**src/rtl/encoder_8to3.sv**
```systemverilog
// Registered 8-to-3 priority encoder with valid and one-hot-violation flags.
// HIGH_PRIORITY selects whether the highest (1) or lowest (0) asserted index wins.
module encoder_8to3 #(
  parameter bit HIGH_PRIORITY = 1'b1
) (
  input  logic clk,
  input  logic rst_n,
  input  logic d0,
  input  logic d1,
  input  logic d2,
  input  logic d3,
  input  logic d4,
  input  logic d5,
  input  logic d6,
  input  logic d7,
  output logic a,
  output logic b,
  output logic c,
  output logic valid,
  output logic multi
);

  localparam int unsigned NUM_REQ = 8;
  localparam int unsigned IDX_W   = 3;

  logic [NUM_REQ-1:0] req_c;
  logic [IDX_W-1:0]   idx_d, idx_q;
  logic               valid_d, valid_q;
  logic               multi_d, multi_q;

  assign req_c = {d7, d6, d5, d4, d3, d2, d1, d0};

  // Priority encode; the last match in scan order wins.
  always_comb begin
    idx_d   = '0;
    valid_d = |req_c;
    // Clearing the lowest set bit leaves something only if two or more were set.
    multi_d = |(req_c & (req_c - NUM_REQ'(1)));
    if (HIGH_PRIORITY) begin
      for (int unsigned i = 0; i < NUM_REQ; i++) begin
        if (req_c[i]) idx_d = IDX_W'(i);
      end
    end else begin
      for (int i = NUM_REQ - 1; i >= 0; i--) begin
        if (req_c[i]) idx_d = IDX_W'(i);
      end
    end
  end

  always_ff @(posedge clk or negedge rst_n) begin
    if (!rst_n) begin
      idx_q   <= '0;
      valid_q <= 1'b0;
      multi_q <= 1'b0;
    end else begin
      idx_q   <= idx_d;
      valid_q <= valid_d;
      multi_q <= multi_d;
    end
  end

  assign a     = idx_q[2];
  assign b     = idx_q[1];
  assign c     = idx_q[0];
  assign valid = valid_q;
  assign multi = multi_q;

endmodule

```
**config.mk**
```make
export PLATFORM = sky130hd
export DESIGN_NAME = encoder_8to3
export DESIGN_NICKNAME = d
export VERILOG_FILES = /design/src/rtl/encoder_8to3.sv
export SDC_FILE = /design/constraint.sdc
export NUM_CORES = 1
export LEC_CHECK = 0
export ABC_AREA = 1
export CORE_AREA = 2 2 39 41
export DETAILED_ROUTE_END_ITERATION = 8
export DIE_AREA = 0 0 41 43
export HOLD_SLACK_MARGIN = 0.1
export PLACE_DENSITY_LB_ADDON = 0.15
export SYNTH_ARGS = -nofsm -noshare
export SYNTH_HDL_FRONTEND = slang
export SYNTH_SLANG_ARGS = --single-unit
```
**constraint.sdc**
```tcl
create_clock -name clk -period 0.82 [get_ports clk]
set_input_delay 0.123 -clock clk [delete_from_list [all_inputs] [get_ports clk]]
set_output_delay 0.123 -clock clk [all_outputs]
set_load 0.02 [all_outputs]
```
==> impl_metrics.tcl <==
set metrics [dict create \
    path_buf_inv 1 \
    syn-num-nets 52 \
    wl_um 517 \
    yosys.area.top_type "dfrtp_1" \
    place.gp.congestion 0.685 \
    portBuffers 14 \
    grt_max_degree 6 \
    drcViolationCount 0 \
    timing.fmax_ghz 1.18 \
    via_per_inst 3.65 \
    synth_edf_count 0 \
    drt_iter0_drc 0 \
    syn_inst 42 \
    setup_slack_ps -29.5 \
    postCtsSetupRepairBufs 0 \
    ys_top_cells_by_area "dfrtp_1 (45%), nand2_1 (24%), inv_1 (11%)" \
    hold_violations 0 \
    slowest_stage "dfrtp_1" \
    synth_commonest_cells "nand2_1 (18), inv_1 (8), dfrtp_1 (5), nor2_2 (4)" \
    io_pins 15 \
    final_area_um2 480 \
    antenna_found_initial 0 \
    cts_tree "built" \
    path_depth 1 \
    power_leakage_nw 0.247 \
    yosysWarnings 0 \
    place_area_um2 448 \
    die_h_um 43 \
    critical_path_class "reg2out" \
    cts_buffers 3 \
    status "finished with violations" \
    setup_violations 5 \
    wl_per_cell_um 6.71 \
    grt_usage_pct 7.52 \
    start_util_pct 20.3 \
    rsz0062_at_grt "true" \
    synth.avg_cell_area_um2 6.67 \
    die_x_um 41 \
    drt.antenna.violating_nets 0 \
    ir_drop_mv 0.298 \
    crit_fanout 1 \
    path_cells "buf_6" \
    period_share_pct 104 \
    n_antenna_cell 0 \
    synth-seq-cells 5 \
    cts_hold_buf 0 \
    yosysSeqAreaShare_pct 44.6 \
    clockBufferDepth 2 \
    synth_top_area_share_pct 44.6 \
    first_global_vias 241 \
    endpoint_kind "primary output" \
    dp_hpwl_um 457 \
    gr-total-overflow 0 \
    startpoint "idx_q[0]" \
    start_kind "flop" \
    num_rows 14 \
    nets 72 \
    worstPathArrival_ps 730 \
    ys_types 8 \
    p_total_mw 0.669 \
    cpPeakStageDelay_ps 360 \
    path_clk_slew_ps 40 \
    die_area_um2 1760 \
    grt_pass1_wl_um 814 \
    maxCapViolCount 0 \
    syn_area_um2 280 \
    vias 281 \
    synth_most_common_cell "nand2_1" \
    slew_violations 0 \
    async_reset_ff_share_pct 100 \
    core_area_um2 1380 \
    maxSlewHeadroom_pct 85.2 \
    violations "negative setup slack" \
    final_layout_size_suffix_gt1_share_pct 26.2 \
    path_delay_family "flip-flops" \
    fin_crit_ps 849 \
    powerDensity_nw_per_um2 1390 \
    h-tree-depth 1 \
    tightest_slew_ps 221 \
    synth_ff_type "dfrtp_1" \
    nFillCells 156 \
    root_buffer "clkbuf_4" \
    hold_class "in2async" \
    first_pass_iters 1 \
    cp.required_ps 700 \
    clock_sinks 5 \
    syn_to_final_growth_pct 71.4 \
]
==> cells in the final DEF (no fill, tap or decap) <==
master,instances
inv_1,8
dfrtp_1,5
nor2_2,4
clkbuf_4,3
nor2_1,1
nand4_1,2
nor2_4,1
buf_6,5
clkdlybuf4s50_1,3
a21oi_1,1
buf_4,1
dlygate4sd2_1,6
inv_2,2
clkbuf_1,1
nand2_1,18
==> cells by family (layout without fill, tap and decap cells) <==
family          count (synthesis)  in the layout  share of synthesized area (%)
buf+inv                        10             29                           13.4
compound gates                  1              1                           1.78
flops                           5              5                           44.6
simple gates                   26             26                           40.2
==> layout make-up <==
cell class / count / area, um2 / area share [%]
multi-input combinational: 27 / 125 / 26.0
inverter: 10 / 37.5 / 7.81
timing repair buffer: 15 / 146 / 30.5
sequential: 5 / 125 / 26.0
clock buffer: 4 / 26.3 / 5.47
tap: 16 / 20.0 / 4.17
==> report_power, final <==
part | switching [mW] | total [mW] | internal, mW | leakage, nW
sequential | 0.00329 | 0.259 | 0.256 | 0.0475
combinational | 0.0692 | 0.136 | 0.0668 | 0.185
clock | 0.0902 | 0.273 | 0.183 | 0.0150
==> sequential cells by signal, indices dropped and copies added, names as in the netlist <==
register  cells
multi         1
valid         1
idx_q         3
==> final timing paths <==
path	slack (ps)	end
max in group asynchronous	530	multi
setup / recovery	-30	c
min in group clk	310	valid
hold / removal	110	idx_q[1]
==> per-stage QoR <==
| stage | setup slack, ps | utilization, % | hold WS, ps | setup TNS [ps] | std cells |
|---|---|---|---|---|---|
| floorplan | 181 | - | -173 | 0 | 42 |
| global placement | -357 | 32.4 | 359 | -2320 | 73 |
| detailed placement | -354 | 32.4 | 361 | -2340 | 73 |
| CTS | -42.3 | 34.4 | 107 | -194 | 77 |
| global route | -56.0 | 34.7 | 114 | -296 | 77 |
| finish | -29.5 | 34.7 | 107 | -136 | 77 |
==> what timing repair did <==
item | 4_1_cts | 5_1_grt
gates cloned | 0 | 0
endpoints found under the setup margin | 8 | 7
pin swaps | 3 | 0
resized for setup | 37 | 1
==> routing by layer <==
layer	GRT usage, %	wire (um)
met1	7.05	203
met2	10.0	250
met3	1.57	53
met4	12.0	10
met5	0	0
No activity file was read; power rests on OpenSTA's default activity.
